### src/rtl/fadd_arbiter.sv
// fadd_arbiter: two requesters share one pipelined single-precision adder.
// A round-robin pointer picks a winner each cycle, and the winner's operands
// are registered toward the unit. Subtraction is done by flipping the x2 sign.
// A {valid, tag} shift register follows each operation through the unit, so
// each result goes back to the requester that issued it.
// Optional feature: define FADD_ARB_OVF_STICKY_EN to add per-requester
// sticky overflow flags with the ovf_clr / ovf_sticky ports.

// Response register for one requester. It loads only when a result tagged
// for it comes back, so the last value stays until the next one arrives.
module fadd_arb_rsp_lane (
  input  logic        gclk,
  input  logic        grst_n,
  input  logic        i_ret,
  input  logic [31:0] i_y,
  input  logic        i_ovf,
`ifdef FADD_ARB_OVF_STICKY_EN
  input  logic        i_clr,
  output logic        o_sticky,
`endif
  output logic        o_valid,
  output logic [31:0] o_y,
  output logic        o_ovf
);

  // One-cycle valid pulse; payload held between returns.
  always_ff @(posedge gclk or negedge grst_n) begin
    if (!grst_n) begin
      o_valid <= 1'b0;
      o_y     <= '0;
      o_ovf   <= 1'b0;
    end else begin
      o_valid <= i_ret;
      if (i_ret) begin
        o_y   <= i_y;
        o_ovf <= i_ovf;
      end
    end
  end

`ifdef FADD_ARB_OVF_STICKY_EN
  // Sticky overflow: a new overflow response beats a same-cycle clear.
  always_ff @(posedge gclk or negedge grst_n) begin
    if (!grst_n) o_sticky <= 1'b0;
    else         o_sticky <= (o_sticky & ~i_clr) | (i_ret & i_ovf);
  end
`endif

endmodule

module fadd_arbiter #(
  parameter int LATENCY = 2
) (
  input  logic        clk,
  input  logic        rstn,
  input  logic        req0_valid,
  input  logic        req0_sub,
  input  logic [31:0] req0_x1,
  input  logic [31:0] req0_x2,
  output logic        req0_ready,
  input  logic        req1_valid,
  input  logic        req1_sub,
  input  logic [31:0] req1_x1,
  input  logic [31:0] req1_x2,
  output logic        req1_ready,
  output logic [31:0] fu_x1,
  output logic [31:0] fu_x2,
  input  logic [31:0] fu_y,
  input  logic        fu_ovf,
  output logic        rsp0_valid,
  output logic [31:0] rsp0_y,
  output logic        rsp0_ovf,
  output logic        rsp1_valid,
  output logic [31:0] rsp1_y,
  output logic        rsp1_ovf
`ifdef FADD_ARB_OVF_STICKY_EN
  ,
  input  logic        ovf_clr,
  output logic [1:0]  ovf_sticky
`endif
);

  localparam int NREQ = 2;

  typedef struct packed {
    logic        vld;
    logic        sub;
    logic [31:0] x1;
    logic [31:0] x2;
  } req_t;

  req_t [NREQ-1:0]        w_req;
  req_t                   w_win;
  logic [NREQ-1:0]        w_vld;
  logic [NREQ-1:0]        w_gnt;
  logic                   w_xfer;
  logic                   w_sel;
  logic [31:0]            w_op_x2;
  logic [NREQ-1:0]        w_ret;
  logic [NREQ-1:0]        w_rsp_valid;
  logic [NREQ-1:0][31:0]  w_rsp_y;
  logic [NREQ-1:0]        w_rsp_ovf;

  logic                   r_ptr;        // 0 favours requester 0
  logic [31:0]            r_fu_x1;
  logic [31:0]            r_fu_x2;
  logic [LATENCY:0]       r_vld_pipe;   // [0] = issue valid, [LATENCY] aligned with fu_y
  logic [LATENCY:0]       r_tag_pipe;

  assign w_req[0] = {req0_valid, req0_sub, req0_x1, req0_x2};
  assign w_req[1] = {req1_valid, req1_sub, req1_x1, req1_x2};

  // Grant: only one valid requester wins, on a tie the pointer decides.
  // Reset gates the readies, so nothing is granted while rstn is low.
  always_comb begin
    w_vld[0] = w_req[0].vld & rstn;
    w_vld[1] = w_req[1].vld & rstn;
    w_gnt[0] = w_vld[0] & (~w_vld[1] | ~r_ptr);
    w_gnt[1] = w_vld[1] & (~w_vld[0] |  r_ptr);
  end

  assign req0_ready = w_gnt[0];
  assign req1_ready = w_gnt[1];
  assign w_xfer     = |w_gnt;
  assign w_sel      = w_gnt[1];
  assign w_win      = w_req[w_sel];

  // A subtract is an add with the sign of x2 flipped. Zero/denormal/inf/NaN
  // encodings go through untouched.
  assign w_op_x2 = w_win.sub ? {~w_win.x2[31], w_win.x2[30:0]} : w_win.x2;

  // The pointer moves only on a transfer, so it then favours the loser.
  always_ff @(posedge clk or negedge rstn) begin
    if (!rstn)       r_ptr <= 1'b0;
    else if (w_xfer) r_ptr <= ~w_sel;
  end

  // Operand registers to the shared unit; they hold when nothing is issued.
  always_ff @(posedge clk or negedge rstn) begin
    if (!rstn) begin
      r_fu_x1 <= '0;
      r_fu_x2 <= '0;
    end else if (w_xfer) begin
      r_fu_x1 <= w_win.x1;
      r_fu_x2 <= w_op_x2;
    end
  end

  assign fu_x1 = r_fu_x1;
  assign fu_x2 = r_fu_x2;

  // {valid, tag} tracking. Reset clears the valids, so operations that were
  // in flight get no response.
  always_ff @(posedge clk or negedge rstn) begin
    if (!rstn) begin
      r_vld_pipe <= '0;
      r_tag_pipe <= '0;
    end else begin
      r_vld_pipe <= {r_vld_pipe[LATENCY-1:0], w_xfer};
      r_tag_pipe <= {r_tag_pipe[LATENCY-1:0], w_sel};
    end
  end

  for (genvar n = 0; n < NREQ; n++) begin : g_lane
    assign w_ret[n] = r_vld_pipe[LATENCY] & (r_tag_pipe[LATENCY] == 1'(n));

    fadd_arb_rsp_lane u_lane (
      .gclk     (clk),
      .grst_n   (rstn),
      .i_ret    (w_ret[n]),
      .i_y      (fu_y),
      .i_ovf    (fu_ovf),
`ifdef FADD_ARB_OVF_STICKY_EN
      .i_clr    (ovf_clr),
      .o_sticky (ovf_sticky[n]),
`endif
      .o_valid  (w_rsp_valid[n]),
      .o_y      (w_rsp_y[n]),
      .o_ovf    (w_rsp_ovf[n])
    );
  end

  assign rsp0_valid = w_rsp_valid[0];
  assign rsp0_y     = w_rsp_y[0];
  assign rsp0_ovf   = w_rsp_ovf[0];
  assign rsp1_valid = w_rsp_valid[1];
  assign rsp1_y     = w_rsp_y[1];
  assign rsp1_ovf   = w_rsp_ovf[1];

endmodule
### config.mk
export PLATFORM = sky130hd
export DESIGN_NAME = fadd_arbiter
export DESIGN_NICKNAME = d
export VERILOG_FILES = /design/src/rtl/fadd_arbiter.sv
export SDC_FILE = /design/constraint.sdc
export NUM_CORES = 1
export LEC_CHECK = 0
export ABC_AREA = 1
export CAP_MARGIN = 0
export CORE_UTILIZATION = 45
export CTS_CLUSTER_SIZE = 25
export DETAILED_ROUTE_END_ITERATION = 6
export GPL_TIMING_DRIVEN = 0
export PLACE_DENSITY = 0.86
export SETUP_SLACK_MARGIN = 0.4
export SYNTH_ARGS = -nofsm -noshare
export SYNTH_HDL_FRONTEND = slang
export SYNTH_HIERARCHICAL = 1
export SYNTH_SLANG_ARGS = --single-unit
### constraint.sdc
create_clock -name clk -period 3.2 [get_ports clk]
set_input_delay 0.48 -clock clk [delete_from_list [all_inputs] [get_ports clk]]
set_output_delay 0.48 -clock clk [all_outputs]
set_load 0.03 [all_outputs]
==> results of run 1 <==
## metrics by stage
| step | setup slack (ns) | area, µm² | power [µW] |
|---|---|---|---|
| 2_1_floorplan | 1.623 | 6484 | 3302 |
| 3_3_place_gp | -4.550 | 9712 | 4287 |
| 3_5_place_dp | 0.3786 | 9741 | 4330 |
| 4_1_cts | 0.4943 | 10350 | 6374 |
| 5_1_grt | 0.4744 | 10360 | 6627 |
| 6_report | 0.6589 | 10360 | 6333 |
## how the worst max path moves through the flow
stage / slack, ns / cells after the start / end
2_1_floorplan: 1.62 / 2 / req1_ready
3_3_place_gp: -4.55 / 4 / req1_ready
3_5_place_dp: 0.38 / 4 / req1_ready
4_1_cts: 0.49 / 4 / req1_ready
5_1_grt: 0.47 / 4 / req1_ready
6_report: 0.66 / 6 / req0_ready
## sequential cells by signal, summed over array words and instances (netlist names)
name,count
g_lane.u_lane/o_valid,2
r_vld_pipe,3
g_lane.u_lane/o_ovf,2
fu_x2,32
g_lane.u_lane/o_y,64
r_ptr,1
fu_x1,32
r_tag_pipe,3
## final cells by class
type	count	area, µm²	share of cell area
Multi-Input combinational cell	534	2390	0.2307
Clock buffer	19	442.9	0.04276
Inverter	76	300.3	0.02899
Tap cell	180	225.2	0.02174
Sequential cell	139	3478	0.3358
Clock inverter	13	166.4	0.01606
Buffer	45	315.3	0.03044
Timing Repair Buffer	301	3040	0.2935
## cells by family (layout without fill, tap and decap cells)
group | after synthesis | after routing | synth area share
simple gates | 531 | 531 | 0.3663
flops | 139 | 139 | 0.5365
buf+inv | 121 | 454 | 0.09494
compound gates | 3 | 3 | 0.002315
## routing by layer
metal / GRT usage / up-vias
li1: - / 3064
met1: 0.3216 / 2985
met2: 0.4908 / 277
met3: 0.09223 / 48
met4: 0.1373 / 0
met5: 0 / -
## layout by cell type (no fill, tap or decap), types with 3 or more instances in the layout
cell / Yosys / routed
clkbuf_16: 0 / 17
buf_2: 24 / 24
nand2_1: 379 / 379
nand3_1: 64 / 64
buf_4: 13 / 13
clkinvlp_4: 0 / 3
clkdlybuf4s50_1: 0 / 299
inv_1: 72 / 72
buf_6: 6 / 6
nand3b_1: 63 / 63
nand2_2: 23 / 23
bufinv_16: 0 / 3
inv_6: 0 / 3
dfrtp_1: 139 / 139
## power groups by stage
stage	sequential [µW]	clock, µW	combinational, µW
floorplan	2840	0	460
global placement	2260	0	2030
detailed placement	2260	0	2070
CTS	2240	2050	2080
global route	2280	2140	2210
finish	2240	2020	2070
## worst register-to-register path: stages (launching register included)
cell and delay (ns):
dfrtp_1 0.37, inv_1 0.11, nand2_2 0.19, nand2_4 0.21, buf_2 0.25, nand2_1 0.08, nand3_1 0.11, nand2_1 0.07
==> results.toml, run 1 <==
[timing]
finalCriticalPeriod_ns = 2.541
clock_skew_ns = 0.004514
max_freq_ghz = 0.3935
min_period_over_period = 0.7941
rsz0062_at_grt = "no"
hold_viol = 21
worstMarginPinSlew_ns = 0.4848
finalSetupViolCount = 0
slew_violations = 0
whs_ns = -0.03676
tns_ns = 0
slew_headroom = 0.6768

[worst_setup_path]
worstSetupEndpointType = "output pin"
path_delay_family = "buffers and inverters"
path_cells = "clkdlybuf4s50_1 -> nand2_1 -> inv_1 -> o21ai_0 -> inv_1 -> clkdlybuf4s50_1"
arrival_ns = 2.06
r2r-start = "r_ptr$_DFFE_PN0P_"
reg2reg_setup_slack_ns = 1.70
crit_fanout = 3
cp-start-kind = "primary input"
reg2reg_depth = 7
cp.required_ns = 2.72
reg2reg_to = "fu_x1[25]$_DFFE_PN0P_"
critPathMaxStageDelay_ns = 0.70
path_class = "in -> out"
crit_path_top_delay_cell = "clkdlybuf4s50_1"
cp_num_buf_inv = 4
setup.worst_path.start = "req0_valid"

[floorplan]
die_height_um = 122.0
start_util = 0.4635
placementRows = 43
die_area_um2 = 14890
die_w_um = 122.0
ios = 301
core_um2 = 13990

[run_status]
violations = "negative hold slack"
outcome = "finished with violations"

[place]
dp.cells = 1275
globalplace.congestion = 0.8667
port_buffers = 300
dp_hpwl_um = 15150

[grt]
gr-total-overflow = 0
grt_usage = 0.2868
antenna_found_initial = 0
grt_pass1_vias = 6420
grt_max_degree = 85
grt_pass1_wl_um = 32090

[power]
pwr-share-clk = 0.319
swShare = 0.3361
power_density_nw_per_um2 = 611.3
power.internal_uw = 4204
comb_power_share = 0.327
p_leak_uw = 0.005227
switchingPower_uw = 2129
seq_power_share = 0.354
ir_drop_uv = 383.9

[clock_network]
postCtsHoldBufs = 0
clk_latency_ns = 0.42
clock-root-buffer = "clkbuf_16"
htreeDepth = 4
post-cts-setup-buffer-count = 0
cts_tree = "built"
post_cts_resized = 1
cts_buffers = 17
path_clk_slew_ns = 0.06
cts.sink_count = 139
cts_buffer_depth = 2

[drt]
first_iter_violations = 356
wl_met1_um = 7614
routed_via_density = 4.877
vias = 6374
dr.pass1.iters = 5
wl_um = 20340
routedWlPerCell_um = 15.56
antenna_left = 0
route.detailed.drc = 0
wl_met2_um = 10070
route.met3.wl_um = 1917
top_layer = "met4"

[logic_synthesis]
seq_area_frac_synth = 0.5365
avgSynthCellArea_um2 = 8.166
synth_ff_type = "dfrtp_1"
synth_top_area_cell = "dfrtp_1"
synth_edf_count = 0
async_flop_share = 1.000
synth_cell_types = 16
yosys_warnings = 6
synth_commonest_cells = "nand2_1 (379), dfrtp_1 (139), inv_1 (72)"
ys_ff_latch = 139
syn_nets = 961
ys_top_cells_by_area = "dfrtp_1 (54%), nand2_1 (22%), nand3b_1 (7.3%)"
netlist.area_leader.share = 0.5365
synth_most_common_cell = "nand2_1"
netlist_area_um2 = 6484
syn_inst = 794

[cells_and_area]
num-fill-cells = 1016
fin_cells = 1307
area.growth.synth_to_final_pct = 59.76
fin_util = 0.7405
nNetsFinal = 1281
antenna-diode-count = 0
drive_gt1_frac = 0.09406

[run]
maxCapViolations = 0

[worst_hold_path]
hold_class = "in -> async"
Note: power is estimated with default switching activity, not from simulation.
==> inputs of run 2 (changes only) <==
--- a/config.mk
+++ b/config.mk
@@ -7,11 +7,11 @@
 export LEC_CHECK = 0
 export ABC_AREA = 1
 export CAP_MARGIN = 0
-export CORE_UTILIZATION = 45
+export CORE_UTILIZATION = 42
 export CTS_CLUSTER_SIZE = 25
 export DETAILED_ROUTE_END_ITERATION = 6
 export GPL_TIMING_DRIVEN = 0
-export PLACE_DENSITY = 0.86
+export PLACE_DENSITY = 0.81
 export SETUP_SLACK_MARGIN = 0.4
 export SYNTH_ARGS = -nofsm -noshare
 export SYNTH_HDL_FRONTEND = slang
==> constraint.sdc (replaced) <==
create_clock -name clk -period 2.52 [get_ports clk]
set_input_delay 0.378 -clock clk [delete_from_list [all_inputs] [get_ports clk]]
set_output_delay 0.378 -clock clk [all_outputs]
set_load 0.03 [all_outputs]
==> run 2 against run 1 <==
Compared with the run above: sequential share of layout area shrank 0.48 points; worst hold slack better by 0.069 ns; highest routed layer unchanged; flip-flop and latch count is the same; non-clock buffer count is 6 higher; die area is 7.0% higher; the flow now finishes without violations; via count shrank 1.3%; first-iteration DRC count fell by 3.7%; register-to-register slack worse by 0.66 ns.
==> results.toml, run 2 (synthesized netlist as in run 1, its figures left out) <==
[worst_setup_path]
r2r-start = "r_ptr$_DFFE_PN0P_"
path_class = "in -> out"
reg2reg_to = "fu_x2[15]$_DFFE_PN0P_"
cp-start-kind = "primary input"
worstSetupEndpointType = "output pin"
reg2reg_depth = 7
reg2reg_setup_slack_ns = 1.04
crit_fanout = 3
arrival_ns = 1.66
cp.required_ns = 2.14

[cells_and_area]
nNetsFinal = 1287
layout.cells.most_common = "nand2_1"
multi_input_area_um2 = 2390
layout_common_cells = "nand2_1 (379), clkdlybuf4s50_1 (297), dfrtp_1 (139)"
seqCellArea_um2 = 3478
regMostFlops = "g_lane.u_lane/o_y"
area.growth.synth_to_final_pct = 62.06
largest_reg_flops = 64
num-fill-cells = 1230
drive_gt1_frac = 0.09974

[timing]
whs_ns = 0.03242
hold_viol = 0
finalCriticalPeriod_ns = 2.040
slew_violations = 0
slew_headroom = 0.7275
min_period_over_period = 0.8094
tns_ns = 0
max_freq_ghz = 0.4903
finalSetupViolCount = 0
clock_skew_ns = 0.005484
rsz0062_at_grt = "no"
worstMarginPinSlew_ns = 0.4074

[clock_network]
cts_buffer_depth = 2
htreeDepth = 4
cts_buffers = 17
cts.sink_count = 139
post-cts-setup-buffer-count = 0
cts_tree = "built"
path_clk_slew_ns = 0.06
clock-root-buffer = "clkbuf_16"
clk_latency_ns = 0.41

[power]
comb_power_share = 0.333
p_leak_uw = 0.005304
pwr-share-clk = 0.310
power.internal_uw = 5262
ir_drop_uv = 425.3
power_density_nw_per_um2 = 756.6
seq_power_share = 0.357
swShare = 0.3381
switchingPower_uw = 2687
power_uw = 7950

[floorplan]
die_area_um2 = 15940
placementRows = 45
core_um2 = 15150
die_w_um = 126.2
ios = 301
die_height_um = 126.2
start_util = 0.4281

[drt]
wl_um = 20380
route.detailed.drc = 0
vias = 6293
routedWlPerCell_um = 15.38
antenna_left = 0
first_iter_violations = 343
routed_via_density = 4.749
dr.pass1.iters = 6

[worst_hold_path]
hold_class = "in -> async"

[grt]
grt_pass1_vias = 6118
gr-total-overflow = 0
grt_usage = 0.2635
grt_use_met1 = 0.3138
grtUsageMet2 = 0.4365
grt_busiest_layer = "met2"
grt_max_degree = 42
grt_pass1_wl_um = 32040
grt_use_met3 = 0.07944
antenna_found_initial = 4

[place]
globalplace.congestion = 0.8498
dp_hpwl_um = 14650
port_buffers = 300

[run]
maxCapViolations = 0

[run_status]
outcome = "finished, final reports clean"
run 2: cell count changes in the layout (fill, tap and decap cells not counted), moves of 2 or more:
cell | previous run | this run
bufbuf_16 | 0 | 2
clkinv_4 | 2 | 4
clkdlybuf4s50_1 | 299 | 297
diode_2 | 0 | 4
buf_12 | 1 | 4
run 2: area by class of cell:
cell class,instances,area share
diodes,4,0.0009526
plain buffers,45,0.03001
clock buffers,19,0.04215
clock inverters,13,0.01357
inverters,76,0.02858
multi-input cells,534,0.2274
flip-flops and latches,139,0.3310
well taps,188,0.02239
repair buffers,307,0.3039
run 2: metrics by stage:
stage | instances | instance area [µm²] | setup slack, ns | util
finish | 1325 | 10510 | 0.4803 | 0.6938
global route | 1325 | 10510 | 0.4096 | 0.6938
CTS | 1321 | 10500 | 0.4211 | 0.6931
detailed placement | 1283 | 9751 | -0.3587 | 0.6438
global placement | 1282 | 9722 | -5.107 | 0.6419
floorplan | 794 | 6484 | 1.147 | -
run 2: per-layer routing:
metal | wire, µm | up-vias | share of wire
met5 | 0 | - | 0
met3 | 1613 | 42 | 0.079
met1 | 8187 | 2907 | 0.40
met4 | 675 | 0 | 0.033
met2 | 9906 | 253 | 0.49
li1 | - | 3091 | -
run 2: power by group through the flow:
stage	Clock [µW]	Combinational (µW)	Sequential, µW
after CTS	2510	2660	2840
after detailed placement	0	2620	2870
final	2460	2650	2840
after global placement	0	2590	2860
after floorplan	0	585	3610
after global routing	2600	2820	2890
run 2: critical path, stage by stage:
cell             delay (ns)
clkdlybuf4s50_1        0.52
nand2_1                0.10
inv_1                  0.07
o21ai_1                0.08
inv_1                  0.09
dlygate4sd2_1          0.42
run 2: how the worst max path moves through the flow:
stage / start / end / depth (start not counted)
after floorplan: rstn / req1_ready / 2
after global placement: rstn / req1_ready / 4
after detailed placement: rstn / req0_ready / 7
after CTS: req1_valid / req0_ready / 5
after global routing: req1_valid / req1_ready / 4
final: req0_valid / req0_ready / 6
run 2: repair_timing:
| item | in CTS | in global routing |
|---|---|---|
| gates cloned | 2 | 0 |
| setup endpoints to repair | 2 | 1 |
| endpoints found under the hold margin | 79 | 0 |
| hold buffers | 4 | 0 |
| resized for setup | 7 | 1 |
